[config.mk]
export PLATFORM = sky130hd
export DESIGN_NAME = ps2_scan_receiver
export DESIGN_NICKNAME = d
export VERILOG_FILES = /design/src/rtl/ps2_pkg.sv /design/src/rtl/ps2_sync_edge.sv /design/src/rtl/ps2_scan_receiver.sv
export SDC_FILE = /design/constraint.sdc
export NUM_CORES = 1
export LEC_CHECK = 0
export ABC_AREA = 0
export BUFFER_PORTS_ARGS = -buffer_cell sky130_fd_sc_hd__buf_2
export CAP_MARGIN = 5
export CORE_UTILIZATION = 55
export CTS_CLUSTER_SIZE = 12
export DETAILED_ROUTE_END_ITERATION = 7
export PLACE_DENSITY = 0.84
export SETUP_SLACK_MARGIN = 0.5
export SYNTH_ARGS = -nofsm -noshare
export SYNTH_HDL_FRONTEND = slang
export SYNTH_SLANG_ARGS = --single-unit
[constraint.sdc]
create_clock -name clock -period 5.2 [get_ports clock]
set_input_delay 1.04 -clock clock [delete_from_list [all_inputs] [get_ports clock]]
set_output_delay 1.04 -clock clock [all_outputs]
set_load 0.01 [all_outputs]
[src/rtl/ps2_pkg.sv]
`default_nettype none
// +----------------------------------------------------------------------+
// | Module   : ps2_pkg                                                   |
// | Purpose  : Shared PS/2 receiver types and constants: frame FSM state |
// |            encoding and the scan-code prefix bytes.                  |
// | Ports    : none (package)                                            |
// | Revision : 1.0 - initial release                                     |
// +----------------------------------------------------------------------+
package ps2_pkg;

  // Frame reception states: start bit is consumed in IDLE, then 8 data
  // bits, one parity bit and one stop bit.
  typedef enum logic [1:0] {
    IDLE   = 2'd0,
    DATA   = 2'd1,
    PARITY = 2'd2,
    STOP   = 2'd3
  } ps2_state_t;

  // Extended-key prefix and break (key release) prefix.
  localparam logic [7:0] PS2_PREFIX_EXT = 8'hE0;
  localparam logic [7:0] PS2_PREFIX_BRK = 8'hF0;

endpackage : ps2_pkg
`default_nettype wire

[src/rtl/ps2_sync_edge.sv]
`default_nettype none
// +----------------------------------------------------------------------+
// | Module   : ps2_sync_edge                                             |
// | Purpose  : Multi-stage synchroniser for an asynchronous input plus a |
// |            single-cycle strobe on its synchronised falling edge.     |
// | Ports    : clock     - system clock                                  |
// |            reset     - asynchronous active-low reset                 |
// |            async_in  - raw asynchronous input (idles high)           |
// |            fall_edge - one-cycle strobe, synchronised input fell     |
// | Revision : 1.0 - initial release                                     |
// +----------------------------------------------------------------------+
module ps2_sync_edge #(
  parameter int SYNC_STAGES = 2
) (
  input  logic clock,
  input  logic reset,
  input  logic async_in,
  output logic fall_edge
);

  logic [SYNC_STAGES-1:0] r_sync;
  logic                   r_prev;

  // Flops reset to 1 so an idle bus never produces a false edge after
  // reset release.
  always_ff @(posedge clock or negedge reset) begin
    if (!reset) begin
      r_sync <= '1;
      r_prev <= 1'b1;
    end else begin
      r_sync[0] <= async_in;
      for (int i = 1; i < SYNC_STAGES; i++) begin
        r_sync[i] <= r_sync[i-1];
      end
      r_prev <= r_sync[SYNC_STAGES-1];
    end
  end

  assign fall_edge = r_prev & ~r_sync[SYNC_STAGES-1];

endmodule : ps2_sync_edge
`default_nettype wire

[src/rtl/ps2_scan_receiver.sv]
`default_nettype none
// +----------------------------------------------------------------------+
// | Module   : ps2_scan_receiver                                         |
// | Purpose  : PS/2 device-to-host frame receiver with scan-code decode  |
// |            (E0 extended / F0 break prefixes) and idle timeout.       |
// | Ports    : clock           - system clock, rising edge               |
// |            reset           - asynchronous active-low reset           |
// |            ps2_clk/ps2_dat - raw PS/2 pins (asynchronous)            |
// |            ps2_key_data    - last make/break code (no prefixes)      |
// |            ps2_key_pressed - one-cycle strobe, make code             |
// |            key_released    - one-cycle strobe, break code            |
// |            key_extended    - E0 seen for current ps2_key_data        |
// |            ps2_out         - last accepted raw byte                  |
// |            frame_error     - one-cycle strobe, frame discarded       |
// | Config   : define PS2_PARITY_CHECK_EN to enforce odd parity          |
// | Revision : 1.0 - initial release                                     |
// +----------------------------------------------------------------------+
module ps2_scan_receiver
  import ps2_pkg::*;
#(
  parameter int SYNC_STAGES    = 2,
  parameter int TIMEOUT_CYCLES = 5000
) (
  input  logic       clock,
  input  logic       reset,
  input  logic       ps2_clk,
  input  logic       ps2_dat,
  output logic [7:0] ps2_key_data,
  output logic       ps2_key_pressed,
  output logic       key_released,
  output logic       key_extended,
  output logic [7:0] ps2_out,
  output logic       frame_error
);

  localparam int                 C_TIMER_W       = $clog2(TIMEOUT_CYCLES + 1);
  localparam logic [C_TIMER_W-1:0] C_TIMEOUT_LIMIT = C_TIMER_W'(TIMEOUT_CYCLES);

  logic                   w_clk_fall;
  logic [SYNC_STAGES-1:0] r_dat_sync;
  logic                   w_dat;

  ps2_state_t             r_state;
  ps2_state_t             w_state_next;
  logic                   w_accept;
  logic                   w_reject;
  logic                   w_timeout;
  logic                   w_parity_ok;

  logic [2:0]             r_bit_cnt;
  logic [7:0]             r_shift;
  logic [C_TIMER_W-1:0]   r_timer;
  logic                   r_ext;
  logic                   r_brk;

  logic [7:0]             r_key_data;
  logic                   r_key_pressed;
  logic                   r_key_released;
  logic                   r_key_extended;
  logic [7:0]             r_out;
  logic                   r_frame_error;

  // ---------------------------------------------------------------------
  // Input conditioning. Data uses the same depth as the clock path so the
  // sampled bit lines up with the detected falling edge.
  // ---------------------------------------------------------------------
  ps2_sync_edge #(
    .SYNC_STAGES (SYNC_STAGES)
  ) u_clk_sync (
    .clock     (clock),
    .reset     (reset),
    .async_in  (ps2_clk),
    .fall_edge (w_clk_fall)
  );

  always_ff @(posedge clock or negedge reset) begin
    if (!reset) begin
      r_dat_sync <= '1;
    end else begin
      r_dat_sync[0] <= ps2_dat;
      for (int i = 1; i < SYNC_STAGES; i++) begin
        r_dat_sync[i] <= r_dat_sync[i-1];
      end
    end
  end

  assign w_dat = r_dat_sync[SYNC_STAGES-1];

  // ---------------------------------------------------------------------
  // Parity: odd parity across the 8 data bits plus the parity bit.
  // ---------------------------------------------------------------------
`ifdef PS2_PARITY_CHECK_EN
  logic r_parity;

  always_ff @(posedge clock or negedge reset) begin
    if (!reset) begin
      r_parity <= 1'b0;
    end else if (w_clk_fall && (r_state == PARITY)) begin
      r_parity <= w_dat;
    end
  end

  assign w_parity_ok = ^{r_shift, r_parity};
`else
  assign w_parity_ok = 1'b1;
`endif

  // ---------------------------------------------------------------------
  // Frame FSM
  // ---------------------------------------------------------------------
  always_ff @(posedge clock or negedge reset) begin
    if (!reset) begin
      r_state <= IDLE;
    end else begin
      r_state <= w_state_next;
    end
  end

  always_comb begin
    w_state_next = r_state;
    w_accept     = 1'b0;
    w_reject     = 1'b0;
    // A falling edge in the same cycle as the limit wins: the bus is alive.
    w_timeout    = (r_state != IDLE) && !w_clk_fall && (r_timer == C_TIMEOUT_LIMIT);

    if (w_timeout) begin
      w_state_next = IDLE;
    end else if (w_clk_fall) begin
      case (r_state)
        IDLE: begin
          if (!w_dat) begin
            w_state_next = DATA;
          end
        end
        DATA: begin
          if (r_bit_cnt == 3'd7) begin
            w_state_next = PARITY;
          end
        end
        PARITY: begin
          w_state_next = STOP;
        end
        STOP: begin
          w_state_next = IDLE;
          if (w_dat && w_parity_ok) begin
            w_accept = 1'b1;
          end else begin
            w_reject = 1'b1;
          end
        end
        default: begin
          w_state_next = IDLE;
        end
      endcase
    end
  end

  // ---------------------------------------------------------------------
  // Datapath: shift register, timeout, prefix flags and outputs
  // ---------------------------------------------------------------------
  always_ff @(posedge clock or negedge reset) begin
    if (!reset) begin
      r_bit_cnt      <= 3'd0;
      r_shift        <= 8'h00;
      r_timer        <= '0;
      r_ext          <= 1'b0;
      r_brk          <= 1'b0;
      r_key_data     <= 8'h00;
      r_key_pressed  <= 1'b0;
      r_key_released <= 1'b0;
      r_key_extended <= 1'b0;
      r_out          <= 8'h00;
      r_frame_error  <= 1'b0;
    end else begin
      r_key_pressed  <= 1'b0;
      r_key_released <= 1'b0;
      r_frame_error  <= 1'b0;

      if ((r_state == IDLE) || w_clk_fall || w_timeout) begin
        r_timer <= '0;
      end else begin
        r_timer <= r_timer + 1'b1;
      end

      if (w_clk_fall && (r_state == IDLE)) begin
        r_bit_cnt <= 3'd0;
      end

      // LSB arrives first, so shift in from the top.
      if (w_clk_fall && (r_state == DATA)) begin
        r_shift   <= {w_dat, r_shift[7:1]};
        r_bit_cnt <= r_bit_cnt + 3'd1;
      end

      if (w_timeout) begin
        r_ext         <= 1'b0;
        r_brk         <= 1'b0;
        r_frame_error <= 1'b1;
      end

      if (w_reject) begin
        r_frame_error <= 1'b1;
      end

      if (w_accept) begin
        r_out <= r_shift;
        if (r_shift == PS2_PREFIX_EXT) begin
          r_ext <= 1'b1;
        end else if (r_shift == PS2_PREFIX_BRK) begin
          r_brk <= 1'b1;
        end else begin
          r_key_data     <= r_shift;
          r_key_extended <= r_ext;
          r_key_released <= r_brk;
          r_key_pressed  <= ~r_brk;
          r_ext          <= 1'b0;
          r_brk          <= 1'b0;
        end
      end
    end
  end

  assign ps2_key_data    = r_key_data;
  assign ps2_key_pressed = r_key_pressed;
  assign key_released    = r_key_released;
  assign key_extended    = r_key_extended;
  assign ps2_out         = r_out;
  assign frame_error     = r_frame_error;

endmodule : ps2_scan_receiver
`default_nettype wire

==> Yosys cells after proc, flatten, opt, wreduce, memory -nomap -nowiden <==
Index checks and enable logic that the tools add are counted.
{ "classes": {"n_bitwise": 5, "reduce_logical": 13, "eq_ne": 9, "mux": 32, "add_sub_neg": 2} }
{ "ops": {"columns": ["cell", "n"], "rows": [
  ["$mux W1", 24],
  ["$eq A8 B8 Y1 const B", 2],
  ["$add A13 B1 Y13 const B", 1],
  ["$eq A13 B13 Y1 const B", 1],
  ["$mux W13", 1],
  ["$mux W2", 4],
  ["$pmux W2 S4", 1],
  ["$mux W3", 2],
  ["$ne A3 B3 Y1 const B", 2],
  ["$reduce_and A3 Y1", 2],
  ["$reduce_bool A2 Y1", 3],
  ["$eq A2 B2 Y1 const B", 2],
  ["$logic_and A1 B1 Y1", 4],
  ["$not A1 Y1", 4],
  ["$add A3 B1 Y3 const B", 1],
  ["$eq A3 B3 Y1 const B", 1],
  ["$eq A2 B1 Y1 const B", 1],
  ["$logic_not A2 Y1", 1],
  ["$logic_or A1 B1 Y1", 2],
  ["$and A1 B1 Y1", 1],
  ["$logic_not A1 Y1", 1]
]} }
{ "totals": {"out_inout_bits": 20, "elab_cells": 76, "input_bits": 4, "ff_bits": 53} }

==> Longest topological paths before layout <==
{ "depth": {"ltp_word": 9, "mapped_depth": 7, "mapped_depth_nobuf": 6} }

==> By module <==
Synthesis repeated with hierarchy kept, for this count alone.
{ "unflattened": {"hier_cells": 199, "area_unflattened_um2": 2257.2} }
{ "modules_own_cells": {"columns": ["module", "seq_area_each_um2", "cells_per_inst", "n_inst", "area_each_um2"], "rows": [
  ["ps2_scan_receiver", 1253.7, 195, 1, 2164.6],
  ["ps2_sync_edge", 78.8, 4, 1, 92.6]
]} }

==> Worst setup path after synthesis <==
OpenSTA, ideal clock, no wires.
{ "synth_path": {"kind": "register to register", "from": "reg u_clk_sync.r_prev", "to": "reg r_out[3], in the netlist ps2_out[3]", "synth_period_minus_slack_ps": 1723, "arrival_ps": 1598, "required_ps": 5075, "n_path_buf": 3, "setup_slack_ps": 3477, "path_stages_with_launch": 7, "setup_ps": 125, "cell_sequence": "dfstp_2 -> nor2b_1 -> buf_2 -> and3_1 -> buf_6 -> buf_2 -> mux2_2"} }
{ "synth_via": {"elab_chain_cells": 5, "word_cells_on_any_way": 6, "cone_classes": "2 x mux; 1 x bitwise; 3 x reduce/logical"} }
{ "synth_lines": {"columns": ["element", "line", "source"], "rows": [
  ["start: declaration", "ps2_sync_edge.sv:22", "logic r_prev;"],
  ["start signal: assignment", "ps2_sync_edge.sv:35", "r_prev <= r_sync[SYNC_STAGES-1];"],
  ["$and A1 B1 Y1 *", "ps2_sync_edge.sv:39", "assign fall_edge = r_prev & ~r_sync[SYNC_STAGES-1];"],
  ["$logic_not A1 Y1", "ps2_scan_receiver.sv:124", "w_timeout = (r_state != IDLE) && !w_clk_fall && (r_timer == C_TIMEOUT_LIMIT);"],
  ["$logic_and A1 B1 Y1 (2 in a row)", "ps2_scan_receiver.sv:124", null],
  ["$mux W1 *", "ps2_scan_receiver.sv:126", "if (w_timeout) begin"],
  ["end signal: assignment", "ps2_scan_receiver.sv:206", "r_out <= r_shift;"],
  ["end: declaration", "ps2_scan_receiver.sv:60", "logic [7:0] r_out;"]
]} }
Mark *: on every way between the ends. The rest lies on a longest branch, timed or not.
A chain may end at the register's enable or synchronous reset.

==> Worst setup path after layout <==
{ "layout_path": {"from": "reg u_clk_sync.r_prev", "to": "reg r_key_data[4], in the netlist ps2_key_data[4]"} }
{ "layout_via": {"elab_chain_cells": 6, "word_cells_on_any_way": 7, "cone_classes": "2 x mux; 1 x bitwise; 4 x reduce/logical"} }
{ "layout_lines": {"columns": ["element", "line", "source"], "rows": [
  ["$and A1 B1 Y1 *", "ps2_sync_edge.sv:39", null],
  ["$logic_not A1 Y1", "ps2_scan_receiver.sv:124", null],
  ["$logic_and A1 B1 Y1 (2 in a row)", "ps2_scan_receiver.sv:124", null],
  ["$mux W1 *", "ps2_scan_receiver.sv:126", null],
  ["$reduce_and A3 Y1 (no source line) *", null, null],
  ["end signal: assignment", "ps2_scan_receiver.sv:212", "r_key_data <= r_shift;"],
  ["end: declaration", "ps2_scan_receiver.sv:56", "logic [7:0] r_key_data;"]
]} }
Marks and branches as above.

==> impl_metrics.py <==
metrics = {
    "run_status": {
        "status": "completed",
    },
    "pwr": {
        "ir_worst_vdd_mv": 0.284,
        "leakage_nw": 1.23,
        "total_power_mw": 1.17,
        "p_per_area_nw_per_um2": 461,
    },
    "floorplanning": {
        "die-area_sq_um": 4400,
        "start_util": 0.573,
        "die_h_um": 66.3,
        "dieWidth_um": 66.3,
        "core_area_sq_um": 3970,
        "rows": 23,
        "io_pins": 24,
    },
    "synthesis": {
        "ys_warn_count": 0,
        "syn-num-nets": 192,
        "ys_seq_elements": 53,
        "syn_avg_cell_area_sq_um": 12.7,
        "synth_flop_cell": "dfrtp_1",
        "synth_cell_type_count": 32,
        "syn_inst": 179,
        "synthArstFlopShare": 1.00,
        "synth_edf_count": 0,
        "ys_seq_area_frac": 0.586,
        "syn_area_sq_um": 2270,
    },
    "timing": {
        "fmax_mhz": 403,
        "slew_headroom": 0.548,
        "period_needed_ns": 2.48,
        "slew_viol_final": 0,
        "fin_skew_ns": 0.00888,
        "fin_crit_sh": 0.477,
        "setup_violations": 0,
        "fin_tns_setup_ns": 0,
        "rsz0062_at_grt": "no",
        "worst_slew_pin_slew_ns": 0.678,
        "finalHoldViolations": 0,
    },
    "global_routing": {
        "grt.total_usage": 0.194,
        "grt_max_degree": 54,
        "overflow": 0,
        "grt_pass1_wl_mm": 6.20,
        "antenna_found_initial": 0,
        "grt_pass1_vias": 1362,
    },
    "clock_tree": {
        "cts_made_buffers": 5,
        "htreeDepth": 2,
        "cts_setup_buffers": 0,
        "insertion_delay_ns": 0.31,
        "cts.path.max_buffers": 2,
        "clock-sinks": 53,
        "cts-resized-gates": 0,
        "holdBufCountCts": 0,
        "tritoncts": "built",
        "path_clk_slew_ns": 0.09,
        "clk_root_buffer_cell": "clkbuf_8",
    },
    "place": {
        "port_buffers": 23,
        "place_inst": 249,
        "place_hpwl_mm": 2.40,
        "routabilityCongestion": 0.786,
    },
    "detailed_routing": {
        "drt_iter0_drc": 124,
        "drc": 0,
        "wl_per_cell_um": 13.9,
        "dr.pass1.iters": 4,
        "postRouteAntennaNets": 0,
        "wl_mm": 3.56,
        "routed_via_density": 5.34,
        "via_count": 1372,
    },
    "setup_path": {
        "worstPathMaxFanout": 16,
        "worstSetupPathType": "flop to flop",
        "critPathCaptureType": "flop",
        "cp.arrival_ns": 2.68,
        "required_ns": 5.40,
        "critPathLaunchType": "flop",
    },
    "layout": {
        "n_fill_cell": 311,
        "seq_area_sq_um": 1330,
        "syn_to_final_growth_pct": 12.1,
        "drive_gt1_frac": 0.295,
        "fin_cells": 257,
        "diodes": 0,
        "layout.nets": 219,
        "multiInputGateArea_sq_um": 878,
    },
    "job": {
        "max-cap-violations": 0,
    },
    "hold_path": {
        "hp-class": "flop to flop",
    },
}
[layout make-up]
cell class,count,area share
clock buffers,7,0.0339
clock inverters,1,0.0118
inverters,10,0.0147
flip-flops and latches,53,0.523
repair buffers,24,0.0481
multi-input cells,112,0.344
well taps,50,0.0245
[metrics by stage]
stage | worst slack, ns | utilization | area (sq um) | hold slack (ns)
floorplan | 3.48 | - | 2270 | 0.345
global placement | 2.78 | 0.613 | 2430 | 0.346
detailed placement | 2.71 | 0.613 | 2430 | 0.347
CTS | 2.74 | 0.642 | 2550 | 0.359
global route | 2.54 | 0.642 | 2550 | 0.363
finish | 2.72 | 0.642 | 2550 | 0.358
[cells in the mapped netlist (3+ instances only)]
cell type   n  area [sq um]
dfrtp_1    48          1200
nor3_1      4          20.0
a22o_1      4          35.0
o21ai_0     7          35.0
buf_2       3          15.0
nand2_1    12          45.0
dfstp_2     5           131
inv_1      10          37.5
nand3_1     5          25.0
mux2_2     20           225
nor2_1     18          67.6
nor4_1      3          18.8
xnor2_1     9          78.8
ha_1        9           113
[cell families after synthesis]
family,after synthesis,share of synthesized area
DFF,53,0.586
adders and majority gates,9,0.0495
muxes,20,0.0990
buffers and inverters,14,0.0281
AOI/OAI and AO/OA,21,0.0765
xor gates and xnor gates,11,0.0424
and+or+nand+nor,51,0.119
[registers in the layout, indices dropped and copies added, names as in the netlist, 2 cells and up]
register and flops:
ps2_key_data 8, ps2_out 8, r_bit_cnt 3, r_dat_sync 2, r_shift 8, r_state 2
r_timer 13, u_clk_sync.r_sync 2
[critical path, stage by stage, from the launching register on]
cell	delay (ns)
dfstp_2	0.51
nor2b_1	0.51
and3_1	0.69
o41ai_4	0.31
mux2_2	0.34
[power by group]
| part | leakage, nW | internal (mW) | switching (mW) | total [mW] |
|---|---|---|---|---|
| Combinational | 0.474 | 0.136 | 0.145 | 0.280 |
| Sequential | 0.698 | 0.511 | 0.0963 | 0.607 |
| Clock | 0.0585 | 0.157 | 0.130 | 0.287 |
[cells in the final DEF (no fill, tap or decap), drive strengths merged, types with 2 or more instances in the layout]
| master | count |
|---|---|
| nor3 | 4 |
| buf | 24 |
| a21oi | 2 |
| a32o | 2 |
| o22a | 2 |
| dfrtp | 48 |
| a22o | 4 |
| nand3 | 5 |
| o21ai | 8 |
| mux2 | 20 |
| inv | 10 |
| xor2 | 2 |
| nor4 | 4 |
| ha | 9 |
| nor2 | 18 |
| nand4b | 2 |
| clkbuf | 7 |
| dfstp | 5 |
| xnor2 | 9 |
| nand2 | 12 |
[path summary, 6_finish.rpt]
kind                                         from              end  slack [ns]  cells after the start
worst max-delay path            u_clk_sync.r_prev  ps2_key_data[4]        2.72                      4
worst min-delay path                r_dat_sync[0]    r_dat_sync[1]        0.36                      0
worst max register to register  u_clk_sync.r_prev  ps2_key_data[4]        2.72                      4
worst min register to register      r_dat_sync[0]    r_dat_sync[1]        0.36                      0
max in group asynchronous                   reset      r_timer[10]        3.94                      2
min in group asynchronous                   reset       ps2_out[0]        0.83                      2
[layer usage]
metal	GRT usage	up-vias	wire, um	part of all wire
li1	-	675	-	-
met1	0.249	664	1650	0.46
met2	0.307	28	1700	0.48
met3	0.0569	5	156	0.044
met4	0.0745	0	57	0.016
met5	0	-	0	0
(Power assumes the default switching activity.)
